$ cat src/rtl/fsm_line_scheduler_if.sv
// fsm_line_scheduler_if: requester handshake and frame status bundle
interface fsm_line_scheduler_if;
  logic       req0_valid;
  logic       req1_valid;
  logic [1:0] req0_line;
  logic [1:0] req1_line;
  logic       req0_ready;
  logic       req1_ready;
  logic [1:0] grant;
  logic       frame_done;
  logic       bubble;
  modport master (
    output req0_valid, req1_valid, req0_line, req1_line,
    input  req0_ready, req1_ready, grant, frame_done, bubble
  );
  modport slave (
    input  req0_valid, req1_valid, req0_line, req1_line,
    output req0_ready, req1_ready, grant, frame_done, bubble
  );
endinterface

$ cat src/rtl/fsm_line_scheduler.sv
// fsm_line_scheduler: round-robin 4-beat frame sharing of the line FSM; SCHED_OVF_CNT_EN builds overflow counters
module fsm_line_scheduler #(
  parameter int CNT_W     = 8,
  parameter bit PRIO_INIT = 1'b0
) (
  input  logic               clock,
  input  logic               reset,
  fsm_line_scheduler_if.slave req,
  output logic               fsm_reset,
  output logic               line1,
  output logic               line2,
  input  logic               overflw,
  input  logic               ovf_clear,
  output logic [CNT_W-1:0]   ovf_count0,
  output logic [CNT_W-1:0]   ovf_count1
);
  localparam logic [0:0] ST_INIT = 1'b0;
  localparam logic [0:0] ST_RUN  = 1'b1;
  logic [0:0] state;
  logic [1:0] beat;
  logic [1:0] grant;
  logic       rr;
  logic       arb;
  logic       tie;
  logic [1:0] next_grant;
  logic       sel_valid;
  logic [1:0] sel_line;
  assign arb       = (state == ST_INIT) || (beat == 2'd3);
  assign tie       = req.req0_valid && req.req1_valid;
  assign fsm_reset = (state == ST_INIT);
  // tie goes to the pointer's requester; otherwise the lone valid one (or nobody)
  always_comb next_grant = tie ? (rr ? 2'b10 : 2'b01) : {req.req1_valid, req.req0_valid};
  // INIT exit, beat ring aligned to the FSM, and frame-boundary arbitration
  always_ff @(posedge clock or negedge reset)
    if (!reset) begin
      state <= ST_INIT;
      beat  <= 2'd0;
      grant <= 2'b00;
      rr    <= PRIO_INIT;
    end else begin
      state <= ST_RUN;
      beat  <= (state == ST_RUN) ? beat + 2'd1 : 2'd0;
      if (arb) grant <= next_grant;
      if (arb && tie) rr <= ~rr;
    end
  assign sel_valid      = grant[0] ? req.req0_valid : (grant[1] ? req.req1_valid : 1'b0);
  assign sel_line       = grant[0] ? req.req0_line : req.req1_line;
  assign {line1, line2} = sel_valid ? sel_line : 2'b00;
  assign req.bubble     = (|grant) && !sel_valid;
  assign req.grant      = grant;
  assign req.req0_ready = grant[0];
  assign req.req1_ready = grant[1];
  assign req.frame_done = (state == ST_RUN) && (beat == 2'd3);
`ifdef SCHED_OVF_CNT_EN
  logic [1:0] prev_grant;
  logic       hit;
  assign hit = (state == ST_RUN) && (beat == 2'd1) && overflw;
  // overflow on beat 1 belongs to the previous frame's owner; clear beats increment
  always_ff @(posedge clock or negedge reset)
    if (!reset) begin
      prev_grant <= 2'b00;
      ovf_count0 <= '0;
      ovf_count1 <= '0;
    end else begin
      if (arb) prev_grant <= grant;
      ovf_count0 <= ovf_clear ? '0 : (hit && prev_grant[0] && !(&ovf_count0)) ? ovf_count0 + 1'b1 : ovf_count0;
      ovf_count1 <= ovf_clear ? '0 : (hit && prev_grant[1] && !(&ovf_count1)) ? ovf_count1 + 1'b1 : ovf_count1;
    end
`else
  logic unused_ovf;
  assign unused_ovf = overflw ^ ovf_clear;
  assign ovf_count0 = '0;
  assign ovf_count1 = '0;
`endif
endmodule

$ cat src/flat_wrapper.sv
// flat-port wrapper written by rule: the top's interface ports become plain ports
module fsm_line_scheduler_flat 
#(
  parameter int CNT_W     = 8,
  parameter bit PRIO_INIT = 1'b0
)
  (clock, reset, fsm_reset, line1, line2, overflw, ovf_clear, ovf_count0, ovf_count1, req_req0_valid, req_req1_valid, req_req0_line, req_req1_line, req_req0_ready, req_req1_ready, req_grant, req_frame_done, req_bubble);
  fsm_line_scheduler_if req_i ();
  input  logic clock;
  input  logic reset;
  output logic fsm_reset;
  output logic line1;
  output logic line2;
  input  logic overflw;
  input  logic ovf_clear;
  output logic [CNT_W-1:0] ovf_count0;
  output logic [CNT_W-1:0] ovf_count1;
  input wire logic [$bits(req_i.req0_valid)-1:0] req_req0_valid;
  input wire logic [$bits(req_i.req1_valid)-1:0] req_req1_valid;
  input wire logic [$bits(req_i.req0_line)-1:0] req_req0_line;
  input wire logic [$bits(req_i.req1_line)-1:0] req_req1_line;
  output wire logic [$bits(req_i.req0_ready)-1:0] req_req0_ready;
  output wire logic [$bits(req_i.req1_ready)-1:0] req_req1_ready;
  output wire logic [$bits(req_i.grant)-1:0] req_grant;
  output wire logic [$bits(req_i.frame_done)-1:0] req_frame_done;
  output wire logic [$bits(req_i.bubble)-1:0] req_bubble;
  assign req_i.req0_valid = req_req0_valid;
  assign req_i.req1_valid = req_req1_valid;
  assign req_i.req0_line = req_req0_line;
  assign req_i.req1_line = req_req1_line;
  assign req_req0_ready = req_i.req0_ready;
  assign req_req1_ready = req_i.req1_ready;
  assign req_grant = req_i.grant;
  assign req_frame_done = req_i.frame_done;
  assign req_bubble = req_i.bubble;
  fsm_line_scheduler #(.CNT_W(CNT_W), .PRIO_INIT(PRIO_INIT)) u_core (.clock(clock), .reset(reset), .req(req_i), .fsm_reset(fsm_reset), .line1(line1), .line2(line2), .overflw(overflw), .ovf_clear(ovf_clear), .ovf_count0(ovf_count0), .ovf_count1(ovf_count1));
endmodule
$ cat config.mk
export PLATFORM = sky130hd
export DESIGN_NAME = fsm_line_scheduler_flat
export DESIGN_NICKNAME = d
export VERILOG_FILES = /design/src/rtl/fsm_line_scheduler_if.sv /design/src/rtl/fsm_line_scheduler.sv /design/src/flat_wrapper.sv
export SDC_FILE = /design/constraint.sdc
export NUM_CORES = 1
export LEC_CHECK = 0
export BUFFER_PORTS_ARGS = -buffer_cell sky130_fd_sc_hd__buf_2
export CAP_MARGIN = 20
export CORE_AREA = 2 2 39 41
export DETAILED_ROUTE_END_ITERATION = 16
export DIE_AREA = 0 0 41 43
export PLACE_DENSITY = 0.76
export RECOVER_POWER = 25
export SLEW_MARGIN = 20
export SYNTH_ARGS = -nofsm -noshare
export SYNTH_HDL_FRONTEND = slang
export SYNTH_SLANG_ARGS = --single-unit
$ cat constraint.sdc
create_clock -name clock -period 1.45 [get_ports clock]
set_input_delay 0.145 -clock clock [delete_from_list [all_inputs] [get_ports clock]]
set_output_delay 0.145 -clock clock [all_outputs]
set_load 0.005 [all_outputs]
==> results.yml <==
synth:
  synthCells: 51
  yosysMostFrequentCell: "buf_4"
  ys_ff_latch: 6
  yosys-top-cells-area: "dfrtp_1 (34%), buf_4 (31%), nand3_1 (4.6%)"
  avgSynthCellArea_um2: 8.61
  synth_top_family_by_area: "buffers and inverters"
  yosysSeqAreaShare_pct: 34.2
  yosysTopAreaCellShare_pct: 34.2
  synth_fa_ha_area_share_pct: 2.85
  synth.distinct_cells: 17
  synthFlopType: "dfrtp_1"
  synth_area_um2: 439
  synthArstFlopShare_pct: 100
  synth_mux_area_share_pct: 0
  synth-simple-area-share_pct: 19.4
  synth_compound_area_share_pct: 7.41
  ys_warn_count: 0
  synth_edf_count: 0
  netlist_top_cells_count: "buf_4 (18), dfrtp_1 (6), nand2_1 (4), nand3_1 (4), o21ai_0 (4)"
  synthXorXnorAreaFrac_pct: 1.99
  netlist.top_cell.by_area: "dfrtp_1"
timing:
  report.final.slew_viol_count: 0
  period_share_pct: 89.4
  skew_ns: 0.00868
  fin_tns_setup_ns: 0
  rsz0062_at_grt: "no"
  setup_viol: 0
  finalCriticalPeriod_ns: 1.30
  clock.fmax_mhz: 771
  finalHoldViolations: 0
clock_tree:
  clk_latency_ns: 0.25
  cts_buffers: 3
  clk_pin_slew_ns: 0.05
  root_buffer: "clkbuf_4"
  clockBufferDepth: 2
  cts_tree: "built"
  cts_setup_buffers: 0
  cts_htree_levels: 1
  cts_resized: 0
  cts.sinks: 6
worst_setup_path:
  cp.depth: 3
  cp_top_family: "flip-flops"
  cp-start-kind: "register"
  crit_buf_inv: 1
  cp.arrival_ns: 1.15
  required_ns: 1.31
  crit_chain: "ha_1, and2_1, buf_2"
  critical_path.max_fanout: 2
  r2r_cells: 4
  critical_path_class: "register to output pin"
  end_kind: "output pin"
  crit_path_max_incr_delay_ns: 0.38
  slowest_stage: "dfrtp_1"
hold_path:
  min_path_cells: 3
  hold_path_class: "input pin to register"
cells_and_area:
  area.growth.synth_to_final_pct: 12.0
  final_layout_size_suffix_gt1_share_pct: 30.9
  fin_cells: 84
  postLayoutCoreUtil_pct: 35.5
  design_area_um2: 492
  nets: 81
  antennaDiodeCount: 0
status:
  outcome: "finished clean"
drt:
  drt_wl_total_um: 688
  drc: 0
  vias_per_cell: 3.85
  ant_nets: 0
  vias: 323
  wl_per_cell_um: 8.19
  first_pass_iters: 2
  dr.first_iter.drc_count: 2
floorplan:
  die_h_um: 43
  std_cell_rows: 14
  core_um2: 1380
  start_util_pct: 31.7
  die_area_um2: 1760
  die_w_um: 41
  io_pins: 35
grt:
  grt_pass1_wl_mm: 1.03
  grt_pass1_vias: 259
  antenna_found_initial: 0
  grt_use_total_pct: 9.15
  overflow: 0
  grt_max_degree: 10
placed_design:
  portBuffers: 16
  gp_routability_congestion: 0.737
  dp_cells: 80
  hpwlAfterDp_um: 547
  dpl-instance-area_um2: 460
pwr:
  power.leakage_uw: 0.000289
  ir_drop_v: 0.000637
  p_per_area_nw_per_um2: 1040
flow_run:
  cap_viol_max_count: 0
==> power breakdown <==
group	total [uW]	switching, uW	internal [uW]
clock	155	61.1	93.7
combinational	122	61.4	61.1
sequential	233	33.3	200
==> worst min-delay path, stage by stage <==
cell and delay [ns]:
buf_2 0.13, nand2_1 0.06, o21ai_0 0.06
==> sequential cells by signal (all words and copies together), names as in the netlist <==
register / flops
u_core.beat: 2
u_core.req.grant: 2
u_core.state: 1
u_core.rr: 1
==> metal layers <==
layer	vias to the layer above	track usage [%]	wire, um
met5	-	0	0
met4	0	4.00	0
met3	0	6.28	68
met2	16	13.1	352
met1	147	10.0	267
li1	160	-	-
==> cell families (layout without fill, tap and decap cells) <==
logic type	count (synthesis)	in the layout
buffers and inverters	20	22
AND/OR/NAND/NOR	15	15
AO/OA/AOI/OAI	6	6
flip-flops	6	6
other	2	17
adder cells (fa/ha/maj)	1	1
XOR/XNOR	1	1
==> cells in the final DEF, fill, tap and decap left out <==
cell type / count
and2_1: 2
nor2_1: 1
clkbuf_4: 3
inv_1: 2
ha_1: 1
nor2b_4: 1
buf_2: 15
nor3b_1: 1
o21ai_1: 1
nand2_1: 4
dlygate4sd3_1: 1
nand2_2: 1
o21ai_0: 4
conb_1: 17
nand3_1: 4
xor2_1: 1
clkbuf_1: 1
dfrtp_1: 6
nor2_2: 1
a21o_1: 1
==> timing repair <==
action	CTS	global route
hold endpoints to repair	6	0
hold buffers	1	0
setup endpoints to repair	0	0
==> cell type report <==
cell class | instances | area (um2)
multi-input cells | 40 | 203
well taps | 16 | 20.0
clock buffers | 3 | 22.5
flip-flops and latches | 6 | 150
fillers | 155 | 892
inverters | 2 | 7.51
repair buffers | 17 | 88.8
==> per-stage QoR <==
| stage | worst slack (ns) | total power [uW] | hold WS (ns) |
|---|---|---|---|
| 2_1_floorplan | 0.416 | 341 | -0.151 |
| 3_3_place_gp | 0.373 | 352 | -0.0290 |
| 3_5_place_dp | 0.360 | 357 | -0.0274 |
| 4_1_cts | 0.146 | 520 | 0.192 |
| 5_1_grt | 0.0991 | 554 | 0.225 |
| 6_report | 0.154 | 510 | 0.191 |
==> final timing paths <==
| path | from | to | slack [ns] |
|---|---|---|---|
| setup / recovery | u_core.beat[0]$_DFF_PN0_ | req_frame_done | 0.15 |
| hold / removal | req_req0_valid | u_core.req.grant[0]$_DFFE_PN0P_ | 0.19 |
| setup reg to reg | u_core.beat[0]$_DFF_PN0_ | u_core.rr$_DFFE_PN0P_ | 0.34 |
| hold reg to reg | u_core.beat[0]$_DFF_PN0_ | u_core.beat[0]$_DFF_PN0_ | 0.44 |
| max in group asynchronous | reset | u_core.rr$_DFFE_PN0P_ | 0.90 |
| min in group asynchronous | reset | u_core.beat[1]$_DFF_PN0_ | 0.31 |
Note: power is estimated with default switching activity, not from simulation.
